`config.mk`:
```
export PLATFORM = sky130hd
export DESIGN_NAME = uart_rx_framer
export DESIGN_NICKNAME = d
export VERILOG_FILES = /design/src/rtl/uart_rx_framer.sv
export SDC_FILE = /design/constraint.sdc
export NUM_CORES = 1
export LEC_CHECK = 0
export ABC_CLOCK_PERIOD_IN_PS = 1400
export CAP_MARGIN = 30
export CORE_UTILIZATION = 45
export DETAILED_ROUTE_END_ITERATION = 7
export PLACE_DENSITY = 0.77
export SYNTH_ARGS = -nofsm -noshare
export SYNTH_HDL_FRONTEND = slang
export SYNTH_SLANG_ARGS = --single-unit
```
`constraint.sdc`:
```
create_clock -name sys_clk -period 1.4 [get_ports sys_clk]
set_clock_uncertainty 0.1 [all_clocks]
set_input_delay 0.28 -clock sys_clk [delete_from_list [all_inputs] [get_ports sys_clk]]
set_output_delay 0.28 -clock sys_clk [all_outputs]
set_load 0.01 [all_outputs]
```
`src/rtl/uart_rx_framer.sv`:
```
// UART receive framer: 2-FF synchroniser, 3-sample majority vote, configurable data/stop bits,
// frame/parity error pulses and a valid/ready output with sticky overrun. Parity: UART_RX_PARITY_EN.
module uart_rx_framer #(
  parameter int SYS_FREQ_HZ   = 12_000_000,
  parameter int BAUD_RATE     = 115_200,
  parameter int NUM_DATA_BITS = 8,
  parameter int NUM_STOP_BITS = 1,
  parameter int PARITY_ODD    = 0
) (
  input  logic                     sys_clk,
  input  logic                     rst_n,
  input  logic                     rx_in,
  output logic [NUM_DATA_BITS-1:0] data_out,
  output logic                     data_valid,
  input  logic                     data_ready,
  output logic                     frame_err,
  output logic                     parity_err,
  output logic                     overrun,
  output logic                     busy
);

  localparam int CLKS_PER_BIT = SYS_FREQ_HZ / BAUD_RATE;
  localparam int MID          = CLKS_PER_BIT / 2;
  localparam int CNT_W        = $clog2(CLKS_PER_BIT);

  localparam logic [CNT_W-1:0] CNT_S0   = CNT_W'(MID - 1);
  localparam logic [CNT_W-1:0] CNT_S1   = CNT_W'(MID);
  localparam logic [CNT_W-1:0] CNT_VOTE = CNT_W'(MID + 1);
  localparam logic [CNT_W-1:0] CNT_LAST = CNT_W'(CLKS_PER_BIT - 1);
  localparam logic [3:0]       LAST_DATA = 4'(NUM_DATA_BITS - 1);
  localparam logic [3:0]       LAST_STOP = 4'(NUM_STOP_BITS - 1);

  if (NUM_DATA_BITS < 5 || NUM_DATA_BITS > 9 ||
      (NUM_STOP_BITS != 1 && NUM_STOP_BITS != 2) ||
      (PARITY_ODD != 0 && PARITY_ODD != 1) || CLKS_PER_BIT < 4) begin : g_param_check
    $error("uart_rx_framer: illegal parameter set");
  end

  typedef enum logic [2:0] {
    IDLE,
    START,
    DATA,
`ifdef UART_RX_PARITY_EN
    PARITY,
`endif
    STOP,
    DONE
  } state_t;

  state_t                   state_q, state_d;
  logic                     rx_meta_q, rx_s_q, rx_prev_q;
  logic [1:0]               samp_q, samp_d;
  logic [CNT_W-1:0]         clk_cnt_q, clk_cnt_d;
  logic [3:0]               bit_cnt_q, bit_cnt_d;
  logic [NUM_DATA_BITS-1:0] shift_q, shift_d;
  logic                     stop_err_q, stop_err_d;
  logic [NUM_DATA_BITS-1:0] data_out_q, data_out_d;
  logic                     data_valid_q, data_valid_d;
  logic                     frame_err_q, frame_err_d;
  logic                     overrun_q, overrun_d;
  logic                     vote, at_vote, at_end;

`ifdef UART_RX_PARITY_EN
  localparam logic ODD = (PARITY_ODD != 0);
  logic par_err_q, par_err_d;
  logic parity_err_q, parity_err_d;
`endif

  assign vote    = (samp_q[0] & samp_q[1]) | (samp_q[0] & rx_s_q) | (samp_q[1] & rx_s_q);
  assign at_vote = (clk_cnt_q == CNT_VOTE);
  assign at_end  = (clk_cnt_q == CNT_LAST);

  always_comb begin
    state_d      = state_q;
    samp_d       = samp_q;
    clk_cnt_d    = at_end ? '0 : clk_cnt_q + 1'b1;
    bit_cnt_d    = bit_cnt_q;
    shift_d      = shift_q;
    stop_err_d   = stop_err_q;
    data_out_d   = data_out_q;
    data_valid_d = data_valid_q & ~data_ready;
    frame_err_d  = 1'b0;
    overrun_d    = overrun_q;
`ifdef UART_RX_PARITY_EN
    par_err_d    = par_err_q;
    parity_err_d = 1'b0;
`endif

    if (clk_cnt_q == CNT_S0) samp_d[0] = rx_s_q;
    if (clk_cnt_q == CNT_S1) samp_d[1] = rx_s_q;

    case (state_q)
      IDLE: begin
        clk_cnt_d = '0;
        bit_cnt_d = '0;
        if (rx_prev_q && !rx_s_q) begin
          state_d    = START;
          stop_err_d = 1'b0;
`ifdef UART_RX_PARITY_EN
          par_err_d  = 1'b0;
`endif
        end
      end
      START: begin
        // A high vote means the falling edge was noise: drop back silently.
        if (at_vote && vote) begin
          state_d   = IDLE;
          clk_cnt_d = '0;
        end else if (at_end) begin
          state_d = DATA;
        end
      end
      DATA: begin
        if (at_vote) shift_d = {vote, shift_q[NUM_DATA_BITS-1:1]};
        if (at_end) begin
          if (bit_cnt_q == LAST_DATA) begin
            bit_cnt_d = '0;
`ifdef UART_RX_PARITY_EN
            state_d   = PARITY;
`else
            state_d   = STOP;
`endif
          end else begin
            bit_cnt_d = bit_cnt_q + 4'd1;
          end
        end
      end
`ifdef UART_RX_PARITY_EN
      PARITY: begin
        if (at_vote) par_err_d = vote ^ (^shift_q) ^ ODD;
        if (at_end) state_d = STOP;
      end
`endif
      STOP: begin
        // The last stop bit ends the frame at its vote point, not its end.
        if (at_vote) begin
          if (!vote) stop_err_d = 1'b1;
          if (bit_cnt_q == LAST_STOP) state_d = DONE;
        end
        if (at_end) bit_cnt_d = bit_cnt_q + 4'd1;
      end
      DONE: begin
        state_d     = IDLE;
        clk_cnt_d   = '0;
        frame_err_d = stop_err_q;
`ifdef UART_RX_PARITY_EN
        parity_err_d = par_err_q;
`endif
        if (!stop_err_q) begin
          if (data_valid_q && !data_ready) overrun_d = 1'b1;
          data_out_d   = shift_q;
          data_valid_d = 1'b1;
        end
      end
      default: state_d = IDLE;
    endcase
  end

  always_ff @(posedge sys_clk) begin
    if (!rst_n) begin
      state_q      <= IDLE;
      rx_meta_q    <= 1'b1;
      rx_s_q       <= 1'b1;
      rx_prev_q    <= 1'b1;
      samp_q       <= 2'b11;
      clk_cnt_q    <= '0;
      bit_cnt_q    <= '0;
      shift_q      <= '0;
      stop_err_q   <= 1'b0;
      data_out_q   <= '0;
      data_valid_q <= 1'b0;
      frame_err_q  <= 1'b0;
      overrun_q    <= 1'b0;
`ifdef UART_RX_PARITY_EN
      par_err_q    <= 1'b0;
      parity_err_q <= 1'b0;
`endif
    end else begin
      state_q      <= state_d;
      rx_meta_q    <= rx_in;
      rx_s_q       <= rx_meta_q;
      rx_prev_q    <= rx_s_q;
      samp_q       <= samp_d;
      clk_cnt_q    <= clk_cnt_d;
      bit_cnt_q    <= bit_cnt_d;
      shift_q      <= shift_d;
      stop_err_q   <= stop_err_d;
      data_out_q   <= data_out_d;
      data_valid_q <= data_valid_d;
      frame_err_q  <= frame_err_d;
      overrun_q    <= overrun_d;
`ifdef UART_RX_PARITY_EN
      par_err_q    <= par_err_d;
      parity_err_q <= parity_err_d;
`endif
    end
  end

  assign data_out   = data_out_q;
  assign data_valid = data_valid_q;
  assign frame_err  = frame_err_q;
  assign overrun    = overrun_q;
  assign busy       = (state_q != IDLE);
`ifdef UART_RX_PARITY_EN
  assign parity_err = parity_err_q;
`else
  assign parity_err = 1'b0;
`endif

endmodule

```
Yosys cells after proc, flatten, opt, wreduce, memory -nomap -nowiden
Index checks and enable logic that the tools add are counted.

Add/subtract/negate cells: 2. Reductions and logical operators: 18. Div/mod/pow operators: 0. Bitwise operators: 8. Multiply operators: 0. Equality and inequality tests: 17. Multiplexer cells: 21. Shift-type cells: 0. $lt $le $gt $ge: 0.

Operators with widths (count): $eq 7x6->1 const B (3); $mux 3 (7); $mux 7 (2); $ne 2x2->1 const B (7); $pmux 7 s2 (1); $mux 4 (3); $pmux 3 s4 (1); $pmux 4 s3 (1); $add 7x1->7 const B (1); $eq 7x7->1 const B (1); $eq 3x2->1 const B (2); $reduce_and 2->1 (3); $reduce_and 3->1 (2); $reduce_and 6->1 (1); $reduce_bool 3->1 (2); $mux 1 (5); $add 4x1->4 const B (1); $and 1x1->1 (4); $eq 4x3->1 const B (1); $logic_not 4->1 (1); $reduce_and 4->1 (1); $eq 3x1->1 const B (1); $eq 3x3->1 const B (1); $logic_and 1x1->1 (3); 8 further kinds (11).

Input bits: 4. Output and inout bits: 13. Memory bits (writable): 0. Logic and storage cells: 80. Flip-flop bits (word level): 39. ROM bits: 0. Memories: 0. Latch bits: 0.

Longest topological paths before layout
Gate-level depths: netlist of the first run.

Depth in word-level cells: 6. Gate-level depth with buffers: 7. Depth with buffers taken out: 6.

Worst setup path after synthesis of the first run
Ideal clock, no wire load.

Path kind: reg2reg. Start: reg clk_cnt_q[0]. End: reg state_q[1]. Setup time: 120 ps. Required time: 1180 ps. Path buffers: 0. Cell stages (with the launch flop): 6. Data arrival time: 1347 ps. Path slack: -166 ps. Clock period less this slack: 1566 ps. Path through: dfxtp_1 -> ha_1 -> and3_1 -> and2_1 -> and3_1 -> o31a_1.

Cells in the longest elaborated chain, start to end: 4. Elaborated cells on any way between the ends: 9. Classes of those cells: 5 x eq/ne; 2 x mux; 2 x reduce/logical.

Ends and longest elaborated chain: from (decl) (RTL line 53) `logic [CNT_W-1:0] clk_cnt_q, clk_cnt_d;`; from (signal assigned) (RTL line 184) `clk_cnt_q <= clk_cnt_d;`; $eq 7x6->1 (RTL line 70) `assign at_vote = (clk_cnt_q == CNT_VOTE);`; $logic_and 1x1->1 (RTL line 106) `if (at_vote && vote) begin`; $ne 3x3->1 (no line) or $mux 3 (tied branches); $reduce_and 6->1 (no line) or $pmux 3 s4 (tied branches); to (signal assigned) (RTL line 179) `state_q <= state_d;`; to (decl) (RTL line 50) `state_t state_q, state_d;`.

Parallel ways exist; a longest one is shown, timed or not. A chain may end at the register's enable or synchronous reset.

Worst setup path in the final report of the first run
Start: reg clk_cnt_q[2]. End: reg shift_q[2].

Cells in the longest elaborated chain, start to end: 2.

Ends and longest elaborated chain: $eq 7x6->1 (RTL line 70); $reduce_and 2->1 (no line); to (signal assigned) (RTL line 186) `shift_q <= shift_d;`; to (decl) (RTL line 55) `logic [NUM_DATA_BITS-1:0] shift_q, shift_d;`.

Every way passes these cells.

==> results of run 1 <==
routing by layer:
metal	track usage, %	vias to the layer above	share of wire [%]
met5	0	-	0
met2	36.84	65	48
li1	-	783	-
met1	27.46	808	43
met3	6.071	21	5.4
met4	8.056	0	3.7
final cells by class:
class                   instances  area [sq um]
clock buffers                   6         72.57
clock inverters                 2         12.51
fillers                       266          1131
inverters                       7         28.78
multi-input cells             138          1064
flip-flops and latches         39         802.0
well taps                      48         60.06
repair buffers                 61         518.0
path summary, 6_finish.rpt:
| path | from | to | slack [ns] | cells past startpoint |
|---|---|---|---|---|
| max | clk_cnt_q[2] | shift_q[2] | -0.20 | 5 |
| min | rx_meta_q | rx_s_q | 0.32 | 1 |
| max reg2reg | clk_cnt_q[2] | shift_q[2] | -0.20 | 5 |
| min reg2reg | rx_meta_q | rx_s_q | 0.32 | 1 |
cell usage after synthesis, types with 2 or more instances:
| cell type | number | share of area (%) |
|---|---|---|
| nand2_1 | 22 | 4.8 |
| clkbuf_1 | 3 | 0.65 |
| o21ai_0 | 6 | 1.7 |
| a31oi_1 | 2 | 0.72 |
| nor3_1 | 2 | 0.58 |
| and3_1 | 5 | 1.8 |
| nand3b_1 | 4 | 1.7 |
| nor2_1 | 19 | 4.1 |
| nand4b_1 | 2 | 1.0 |
| dfxtp_1 | 39 | 45 |
| mux2i_1 | 11 | 6.3 |
| nand2b_1 | 4 | 1.4 |
| inv_1 | 7 | 1.5 |
| and2_1 | 3 | 1.1 |
| buf_2 | 2 | 0.58 |
| nor3b_1 | 2 | 0.86 |
| nand3_1 | 8 | 2.3 |
| a21boi_0 | 4 | 1.7 |
| xor2_1 | 2 | 1.0 |
| and4bb_2 | 2 | 1.4 |
| and4b_1 | 3 | 1.7 |
| xnor2_1 | 2 | 1.0 |
| and2b_1 | 2 | 0.86 |
| nor2b_1 | 6 | 2.2 |
| ha_1 | 5 | 3.6 |
| a21oi_1 | 10 | 2.9 |
sequential cells by signal (all words and copies together) (netlist names):
signal / flops
bit_cnt_q: 4
overrun: 1
rx_meta_q: 1
state_q: 3
samp_q: 2
stop_err_q: 1
clk_cnt_q: 7
rx_s_q: 1
shift_q: 8
frame_err: 1
rx_prev_q: 1
data_out: 8
data_valid: 1
power by group:
group / leakage (nW) / switching [mW] / internal (mW)
Clock: 0.0412 / 0.407 / 0.348
Sequential: 0.321 / 0.00956 / 1.11
Combinational: 0.677 / 0.0926 / 0.0991
through the flow:
step | total power [mW] | setup WS, ns | utilization, % | instance area [sq um]
CTS | 2.051 | -0.1180 | 66.79 | 2464
floorplan | 1.217 | -0.05128 | - | 1768
finish | 2.071 | -0.2015 | 69.34 | 2557
global placement | 1.272 | -0.1333 | 59.23 | 2185
global route | 2.148 | -0.2521 | 69.34 | 2557
detailed placement | 1.274 | -0.1725 | 59.23 | 2185
kinds of logic after synthesis:
| kind of cell | Yosys count |
|---|---|
| buf+inv | 14 |
| flops | 39 |
| compound gates | 27 |
| fa+ha+maj | 6 |
| xor+xnor | 4 |
| mux | 11 |
| simple gates | 89 |
| other cells | 1 |
repair_timing:
| action | CTS | global route |
|---|---|---|
| pin swaps | 18 | 12 |
| cloned | 0 | 1 |
| hold buffers | 0 | 0 |
| setup endpoints to repair | 44 | 35 |
| setup buffers | 10 | 4 |
| resized for setup | 50 | 27 |
worst max-delay path, delay by kind of cell (launching register included):
kind | cells | cell delay (ns)
AND/OR/NAND/NOR | 3 | 0.53
multiplexers | 1 | 0.21
buffers and inverters | 1 | 0.16
flip-flops | 1 | 0.48
==> results by group, run 1 <==
Placement
  – Final RePlAce weighted congestion: 0.8696
  – Port Buf Inserts: 15
  – Dpl hpwl: 2538 um
  – Placed cells: 279

Setup path
  – Crit-path max cell delay: 0.48 ns
  – CP cell instances: and2_4 -> and4b_1 -> buf_12 -> mux2i_2 -> nor2_1
  – Critical path type: flop to flop
  – CP endpoint kind: flop
  – Crit path max fanout: 8
  – Startpoint Class: flop
  – Data required, critical path: 1.47 ns
  – Slowest stage cell on the critical path: dfxtp_1
  – CP arrival: 1.67 ns

Clock network
  – CTS max path bufs: 2
  – Clock network latency to the later pin of the worst-skew pair: 0.29 ns
  – CTS Sinks: 39
  – Num CTS Buffers: 5
  – Root buf cell: clkbuf_8
  – CTS clk-pin slew, worst paths: 0.08 ns
  – H-Tree Depth: 2
  – CTS tree: built

Floorplan
  – Total core area: 3689 sq um
  – Die H: 64.15 um
  – DIE AREA: 4115 sq um
  – Row count: 22
  – Die width: 64.15 um
  – I/O pin cnt: 17
  – Initial Util: 47.12%

Timing
  – Setup TNS: -3.225 ns
  – Final hold violation count: 0
  – Maximum clock frequency: 624.4 MHz
  – Crit path time final: 1.602 ns
  – Setup violators final: 31
  – Hold slack final: 0.3179 ns
  – Final period util: 114.4%
  – Unrepaired setup endpoints after global routing: yes
  – Final WS setup: -0.2015 ns
  – Max Slew Vio Count: 0

Route
  – Drt drc: 0
  – DR WL/cell: 16.12 um
  – Antenna viol nets, final: 0
  – Initial detailed-routing violation count: 115
  – WL final: 4852 um
  – Iteration count of the initial detailed-routing pass: 4
  – Vias: 1677
  – Vias/cell: 5.571

Global routing
  – Global route overflow: 0
  – Largest net degree at the start of global routing: 16
  – GRT Resource Usage Total: 22.20%
  – First-pass GRT wire length: 7051 um
  – Vias in the first global route: 1556
  – Antenna violations before repair: 0

Logic synthesis
  – Seq/Total Area, Yosys: 44.92%
  – Unique masters post-synth: 40
  – Seq cells post-synth: 39
  – Largest family of logic cells by synthesized area: simple AND/OR/NAND/NOR gates
  – Synth Area in Compound Gates: 9.431%
  – Warnings from Yosys: 0
  – Xor/xnor share of the synthesized area: 2.016%
  – Syn nets: 200
  – Synth Area in Simple Gates: 29.09%
  – Post-Syn Area: 1738 sq um
  – Post-synth EDFFs: 0
  – Post-synthesis cell count: 191
  – Top_reg_cell synth: dfxtp_1
  – Mapped Avg Cell Area: 9.099 sq um
  – Post-synthesis mux area share: 6.335%
  – Ys async rst share: 0%
  – Adder-cell share of the synthesized area: 4.176%

Pwr
  – Static leakage: 1.040 nW
  – Peak VDD IR: 0.6941 mV
  – Pwr Density: 809.9 nW/um^2

Run status
  – Status: finished, violations left
  – Failing checks: setup timing

Cells and area
  – Commonest non-fill, non-tap cell in the layout: buf_4
  – Synthesis-to-layout area growth: 47.16%
  – Non-filler cells in the finished layout: 301
  – NumNets Final: 261
  – Diodes inserted: 0
  – Layout cells sized above 1: 39.53%
  – Most frequent cells in the layout: buf_4, dfxtp_1, nand2_1

Min path
  – Worst Hold Class: flop to flop

Run
  – Max cap viols: 0
Note: power is estimated with default switching activity, not from simulation.
==> run 2: changes to the inputs <==
CAP_MARGIN = 20   (was 30)
==> results of run 2 <==
Same layout as run 1: the final DEF is identical, and so are final timing and power.
